--- src/rtl/ps2_pkg.sv ---
// ps2_pkg: shared prefix constants, prefix FSM states and the queued key event type
package ps2_pkg;
  localparam logic [7:0] PS2_BREAK = 8'hF0;
  localparam logic [7:0] PS2_EXT = 8'hE0;
  typedef enum logic [1:0] {IDLE, GOT_E0, GOT_F0, GOT_E0F0} ps2_state_t;
  typedef struct packed {
    logic [7:0] code;
    logic [7:0] ascii;
    logic       rel;
    logic       ext;
    logic       rpt;
  } ps2_evt_t;
endpackage

--- src/rtl/ps2_event_fifo.sv ---
// ps2_event_fifo: DEPTH-entry key event queue with sticky overflow on dropped pushes
module ps2_event_fifo
  import ps2_pkg::*;
#(
  parameter int DEPTH = 4
) (
  input  logic     clock,
  input  logic     resetn,
  input  logic     push,
  input  ps2_evt_t din,
  input  logic     pop,
  output ps2_evt_t dout,
  output logic     valid,
  output logic     overflow
);
  localparam int AW = $clog2(DEPTH);
  logic [AW:0] wr_q, rd_q;
  ps2_evt_t mem [DEPTH];
  logic empty, full, do_pop, do_push;
  assign empty = wr_q == rd_q;
  assign full = (wr_q[AW] != rd_q[AW]) && (wr_q[AW-1:0] == rd_q[AW-1:0]);
  assign do_pop = pop && !empty;
  assign do_push = push && (!full || do_pop);
  assign valid = !empty;
  assign dout = empty ? '0 : mem[rd_q[AW-1:0]];
  // pointers and sticky overflow
  always_ff @(posedge clock or negedge resetn) begin
    if (!resetn) begin
      wr_q <= '0;
      rd_q <= '0;
      overflow <= 1'b0;
    end else begin
      if (do_push) wr_q <= wr_q + 1'b1;
      if (do_pop) rd_q <= rd_q + 1'b1;
      if (push && !do_push) overflow <= 1'b1;
    end
  end
  // event storage
  always_ff @(posedge clock) begin
    if (do_push) mem[wr_q[AW-1:0]] <= din;
  end
endmodule

--- src/rtl/ps2_to_ascii.sv ---
// ps2_to_ascii: set-2 scancode to lowercase ASCII lookup, 8'h00 when unmapped
module ps2_to_ascii (
  input  logic [7:0] scan_code,
  output logic [7:0] ascii
);
  // combinational lookup table
  always_comb begin
    ascii = 8'h00;
    case (scan_code)
      8'h1C: ascii = 8'h61; 8'h32: ascii = 8'h62; 8'h21: ascii = 8'h63; 8'h23: ascii = 8'h64;
      8'h24: ascii = 8'h65; 8'h2B: ascii = 8'h66; 8'h34: ascii = 8'h67; 8'h33: ascii = 8'h68;
      8'h43: ascii = 8'h69; 8'h3B: ascii = 8'h6A; 8'h42: ascii = 8'h6B; 8'h4B: ascii = 8'h6C;
      8'h3A: ascii = 8'h6D; 8'h31: ascii = 8'h6E; 8'h44: ascii = 8'h6F; 8'h4D: ascii = 8'h70;
      8'h15: ascii = 8'h71; 8'h2D: ascii = 8'h72; 8'h1B: ascii = 8'h73; 8'h2C: ascii = 8'h74;
      8'h3C: ascii = 8'h75; 8'h2A: ascii = 8'h76; 8'h1D: ascii = 8'h77; 8'h22: ascii = 8'h78;
      8'h35: ascii = 8'h79; 8'h1A: ascii = 8'h7A; 8'h45: ascii = 8'h30; 8'h16: ascii = 8'h31;
      8'h1E: ascii = 8'h32; 8'h26: ascii = 8'h33; 8'h25: ascii = 8'h34; 8'h2E: ascii = 8'h35;
      8'h36: ascii = 8'h36; 8'h3D: ascii = 8'h37; 8'h3E: ascii = 8'h38; 8'h46: ascii = 8'h39;
      8'h29: ascii = 8'h20; 8'h5A: ascii = 8'h0D; 8'h66: ascii = 8'h08; 8'h76: ascii = 8'h1B;
      default: ascii = 8'h00;
    endcase
  end
endmodule

--- src/rtl/ps2_key_event_decoder.sv ---
// ps2_key_event_decoder: PS/2 make/break/E0 decoder with typematic suppression and event FIFO; PS2_AUTOREPEAT_EN adds internal auto-repeat
module ps2_key_event_decoder
  import ps2_pkg::*;
#(
  parameter int FIFO_DEPTH   = 4,
  parameter int TIMER_W      = 25,
  parameter int REPEAT_DELAY = 25_000_000,
  parameter int REPEAT_RATE  = 2_500_000
) (
  input  logic       clock,
  input  logic       resetn,
  input  logic       scan_valid,
  input  logic [7:0] scan_code,
  output logic       evt_valid,
  input  logic       evt_ready,
  output logic [7:0] evt_code,
  output logic [7:0] evt_ascii,
  output logic       evt_release,
  output logic       evt_extended,
  output logic       evt_repeat,
  output logic       overflow
);
  ps2_state_t state_q, state_d;
  logic is_e0, is_f0, dec_valid, dec_rel, dec_ext;
  logic held_valid_q, held_ext_q, held_match, dup, push_dec, new_key, rpt_push, lk_ext;
  logic [7:0] held_code_q, lk_code, lk_ascii;
  ps2_evt_t push_evt, head;
  assign is_e0 = scan_code == PS2_EXT;
  assign is_f0 = scan_code == PS2_BREAK;
  // prefix state register
  always_ff @(posedge clock or negedge resetn) begin
    if (!resetn) state_q <= IDLE;
    else state_q <= state_d;
  end
  // prefix next state and decoded make/break
  always_comb begin
    state_d = state_q;
    dec_valid = 1'b0;
    dec_rel = 1'b0;
    dec_ext = 1'b0;
    if (scan_valid)
      case (state_q)
        IDLE: begin
          state_d = is_e0 ? GOT_E0 : is_f0 ? GOT_F0 : IDLE;
          dec_valid = !is_e0 && !is_f0;
        end
        GOT_E0: begin
          state_d = is_f0 ? GOT_E0F0 : is_e0 ? GOT_E0 : IDLE;
          dec_valid = !is_e0 && !is_f0;
          dec_ext = 1'b1;
        end
        GOT_F0: begin
          state_d = is_e0 ? GOT_E0 : IDLE;
          dec_valid = !is_e0;
          dec_rel = 1'b1;
        end
        default: begin
          state_d = IDLE;
          dec_valid = 1'b1;
          dec_rel = 1'b1;
          dec_ext = 1'b1;
        end
      endcase
  end
  assign held_match = held_valid_q && held_code_q == scan_code && held_ext_q == dec_ext;
  assign dup = dec_valid && !dec_rel && held_match;
  assign push_dec = dec_valid && !dup;
  assign new_key = push_dec && !dec_rel;
  // held key: replaced by a new make, cleared by its own break
  always_ff @(posedge clock or negedge resetn) begin
    if (!resetn) begin
      held_valid_q <= 1'b0;
      held_code_q <= 8'h00;
      held_ext_q <= 1'b0;
    end else if (new_key) begin
      held_valid_q <= 1'b1;
      held_code_q <= scan_code;
      held_ext_q <= dec_ext;
    end else if (push_dec && held_match) begin
      held_valid_q <= 1'b0;
    end
  end
`ifdef PS2_AUTOREPEAT_EN
  logic [TIMER_W-1:0] timer_q;
  logic first_q, fire;
  assign fire = held_valid_q &&
    timer_q == (first_q ? TIMER_W'(REPEAT_DELAY - 1) : TIMER_W'(REPEAT_RATE - 1));
  assign rpt_push = fire && !push_dec;
  // repeat timer: first period is the delay, then the rate; a colliding decoder event still reloads it
  always_ff @(posedge clock or negedge resetn) begin
    if (!resetn) begin
      timer_q <= '0;
      first_q <= 1'b0;
    end else if (new_key) begin
      timer_q <= '0;
      first_q <= 1'b1;
    end else if (fire) begin
      timer_q <= '0;
      first_q <= 1'b0;
    end else if (held_valid_q) begin
      timer_q <= timer_q + 1'b1;
    end
  end
`else
  logic unused_cfg;
  assign unused_cfg = ^{TIMER_W, REPEAT_DELAY, REPEAT_RATE};
  assign rpt_push = 1'b0;
`endif
  assign lk_code = push_dec ? scan_code : held_code_q;
  assign lk_ext = push_dec ? dec_ext : held_ext_q;
  ps2_to_ascii u_ascii (
    .scan_code(lk_code),
    .ascii    (lk_ascii)
  );
  assign push_evt = '{code: lk_code, ascii: lk_ext ? 8'h00 : lk_ascii,
                      rel: push_dec && dec_rel, ext: lk_ext, rpt: !push_dec};
  ps2_event_fifo #(.DEPTH(FIFO_DEPTH)) u_fifo (
    .clock   (clock),
    .resetn  (resetn),
    .push    (push_dec || rpt_push),
    .din     (push_evt),
    .pop     (evt_ready),
    .dout    (head),
    .valid   (evt_valid),
    .overflow(overflow)
  );
  assign evt_code = head.code;
  assign evt_ascii = head.ascii;
  assign evt_release = head.rel;
  assign evt_extended = head.ext;
  assign evt_repeat = head.rpt;
endmodule

--- config.mk ---
export PLATFORM = sky130hd
export DESIGN_NAME = ps2_key_event_decoder
export DESIGN_NICKNAME = d
export VERILOG_FILES = /design/src/rtl/ps2_pkg.sv /design/src/rtl/ps2_event_fifo.sv /design/src/rtl/ps2_to_ascii.sv /design/src/rtl/ps2_key_event_decoder.sv
export SDC_FILE = /design/constraint.sdc
export NUM_CORES = 1
export LEC_CHECK = 0
export CORE_ASPECT_RATIO = 1.5
export CORE_MARGIN = 5
export CORE_UTILIZATION = 30
export DETAILED_ROUTE_END_ITERATION = 12
export PLACE_DENSITY_LB_ADDON = 0.2
export SYNTH_ARGS = -nofsm -noshare
export SYNTH_HDL_FRONTEND = slang
export SYNTH_SLANG_ARGS = --single-unit
--- constraint.sdc ---
create_clock -name clock -period 6.55 [get_ports clock]
set_clock_uncertainty 0.1 [all_clocks]
set_input_delay 1.31 -clock clock [delete_from_list [all_inputs] [get_ports clock]]
set_output_delay 1.31 -clock clock [all_outputs]
set_load 0.01 [all_outputs]
==> results.py <==
metrics = {
    "global_route": {
        "use_met3": 0.0239,
        "grt-busiest-layer": "met2",
        "grt_pass1_vias": 3585,
        "grt_use_met2": 0.237,
        "groute.usage.overall": 0.133,
        "grt_remaining_overflow": 0,
        "met1_usage": 0.156,
        "antenna_found_initial": 0,
        "grt_max_degree": 22,
        "grt_pass1_wl_um": 20100,
    },
    "sta": {
        "worst-slew-pin-transition_ns": 1.07,
        "setup_viol": 0,
        "fmax_ghz": 0.184,
        "period_minus_slack_ns": 5.42,
        "whs_ns": 0.381,
        "maxSlewViolCount": 0,
        "rsz0062_at_grt": "no",
        "hold_violations": 0,
        "max_slew_margin": 0.289,
        "finalWorstSetupSlack_ns": 1.13,
        "final.setup.tns_ns": 0,
        "finalCritPeriodShare": 0.828,
    },
    "critical_path": {
        "worstPathCellList": "clkdlybuf4s50_1, and3_1, o211ai_2, o41ai_4, nor2_4, inv_8, mux2i_1, inv_1, ha_1, a221oi_1, and2_1, o311a_1, o311ai_1",
        "rr_endpoint": "u_fifo.mem[3][3]",
        "rrSetupSlack_ns": 2.35,
        "critPathMaxStageDelay_ns": 0.74,
        "required_ns": 6.47,
        "arrival_ns": 5.34,
        "crit_path_end_kind": "register",
        "slowest_stage": "clkdlybuf4s50_1",
        "r2r_cells": 12,
        "cp_max_fo": 21,
        "setup.worst_path.start_class": "input port",
        "criticalPathCategory": "input port to register",
        "r2r_start": "held_code_q[5]",
    },
    "drt": {
        "wire_per_inst_um": 18.7,
        "drc": 0,
        "ant_nets": 0,
        "drt-total-wl_um": 12400,
        "firstDrtPassIters": 4,
        "via_count": 3528,
        "drtIter0Drc": 272,
        "routed_via_density": 5.31,
    },
    "placement": {
        "place_congestion": 0.915,
        "dp_cells": 648,
        "port_buffers": 31,
        "placed_cell_area_um2": 5520,
        "dpl_worst_slack_ns": 0.833,
        "dpl.hpwl_um": 8860,
    },
    "yosys": {
        "synth_edf_count": 72,
        "syn_area_um2": 5100,
        "ys_ff_latch": 91,
        "syn_nets": 454,
        "ys_warn_count": 0,
        "ys_seq_area_frac": 0.517,
        "postSynthCellCount": 430,
        "yosysMostFrequentCell": "edfxtp_1",
        "yosys-top-cells-area": "edfxtp_1 (42%), dfrtp_1 (9.3%), mux4_2 (7.9%), nand2_1 (3.8%), ha_1 (2.9%)",
        "synthArstFlopShare": 0.209,
        "yosys-top-cells-count": "edfxtp_1 (72), nand2_1 (51), nor2b_1 (22), dfrtp_1 (19)",
        "avgSynthCellArea_um2": 11.9,
        "synth.top_cell.area_share": 0.424,
        "yosysTopAreaCell": "edfxtp_1",
        "ys_types": 69,
        "synth_top_flop_cell": "edfxtp_1",
    },
    "floorplan": {
        "core_area_um2": 16800,
        "die_w_um": 116,
        "io-pin-count": 33,
        "die-area_um2": 19800,
        "die_y_um": 170,
        "fp-row-count": 58,
        "start_util": 0.304,
    },
    "hold_path": {
        "holdPathEnd": "u_fifo.overflow",
        "worstHoldPathCells": 1,
        "hp-start": "u_fifo.overflow",
        "min_path_type": "register to register",
    },
    "cts": {
        "cts_tree": "yes",
        "clkSinkCount": 91,
        "clockRootBuffer": "clkbuf_16",
        "clk_path_buf_depth": 2,
        "post_cts_resized": 0,
        "path_clk_slew_ns": 0.07,
        "hold_buffers": 0,
        "post_cts_buffers": 0,
        "htreeDepth": 3,
        "cts_made_buffers": 9,
        "clk_latency_ns": 0.34,
    },
    "power_and_ir_drop": {
        "ir_drop_mv": 0.192,
        "p_leak_uw": 0.00209,
        "powerDensity_nw_per_um2": 397,
    },
    "cells_and_area": {
        "drive_above_1_share": 0.121,
        "n_antenna_cell": 0,
        "fin_cells": 664,
        "areaGrowthSynthToFinish_pct": 15.0,
        "design_area_um2": 5870,
        "fillers": 1653,
        "fin_nets": 473,
    },
    "job": {
        "maxCapViolations": 0,
    },
    "run_status": {
        "status": "complete, no violations",
    },
}
-- per-layer routing --
layer  share of wire  up-vias
li1                -     1658
met1            0.40     1769
met2            0.54       78
met3           0.030       23
met4           0.025        0
met5               0        -
-- report_power, final --
group,internal [uW],total [uW],switching (uW)
Combinational,458,890,432
Sequential,768,845,76.7
Clock,376,596,220
Total,1600,2330,729
-- state kept, by name (all words and copies together) (netlist names) --
| name | cells |
|---|---|
| u_fifo.mem | 72 |
| held_ext_q | 1 |
| state_q | 2 |
| held_valid_q | 1 |
| u_fifo.rd_q | 3 |
| held_code_q | 8 |
| u_fifo.overflow | 1 |
| u_fifo.wr_q | 3 |
-- cells in the final DEF, fill, tap and decap left out, types with 3 or more instances in the layout --
master / count
a31oi_1: 4
and3_1: 4
and2_1: 7
o21ai_0: 16
bufinv_16: 3
o22ai_1: 3
mux2_2: 4
a311oi_1: 3
mux2i_1: 7
edfxtp_1: 72
nand3_1: 13
nand4_1: 5
o211ai_1: 4
nand2_1: 51
ha_1: 12
xnor2_1: 14
or3_1: 3
inv_1: 17
clkbuf_16: 9
nor3_1: 18
o311ai_1: 3
clkdlybuf4s50_1: 31
a21oi_1: 16
dfrtp_1: 19
nor2_1: 16
o31ai_1: 4
buf_4: 3
mux4_2: 18
nor2b_1: 22
-- logic make-up after synthesis --
logic type | share of synthesized area
and+or+nand+nor | 0.149
DFF | 0.517
AOI/OAI and AO/OA | 0.120
buffers and inverters | 0.0522
muxes | 0.106
xor gates and xnor gates | 0.0258
adders and majority gates | 0.0294
other | 0.000735
-- worst max path at each step --
stage	start	end	slack [ns]	cells after the start
after floorplan	scan_code[1]	u_fifo.mem[0][3]	2.08	13
after global placement	scan_valid	u_fifo.mem[0][3]	0.94	13
after detailed placement	scan_valid	u_fifo.mem[3][3]	0.83	13
after CTS	scan_valid	u_fifo.mem[3][3]	1.15	13
after global routing	scan_valid	u_fifo.mem[3][3]	0.76	13
final	scan_valid	u_fifo.mem[3][3]	1.13	13
-- stage by stage --
stage | power, uW | utilization
3_5_place_dp | 1780 | 0.329
5_1_grt | 2480 | 0.350
2_1_floorplan | 1390 | -
6_report | 2330 | 0.350
4_1_cts | 2380 | 0.350
3_3_place_gp | 1770 | 0.329
-- cell type report --
| cell class | instances | area (um2) | share of cell area |
|---|---|---|---|
| multi-input cells | 292 | 2200 | 0.374 |
| clock buffers | 9 | 225 | 0.0384 |
| clock inverters | 7 | 121 | 0.0207 |
| inverters | 21 | 91.3 | 0.0156 |
| repair buffers | 34 | 333 | 0.0567 |
| flip-flops and latches | 91 | 2640 | 0.449 |
| well taps | 210 | 263 | 0.0448 |
-- critical path: cells and delay by family --
kind                       cells  cell delay (ns)
adders and majority gates      1             0.31
buffers and inverters          3             1.18
AOI/OAI and AO/OA              5             1.44
muxes                          1             0.50
and+or+nand+nor                3             0.57
Power figures use the tool's default switching activity.
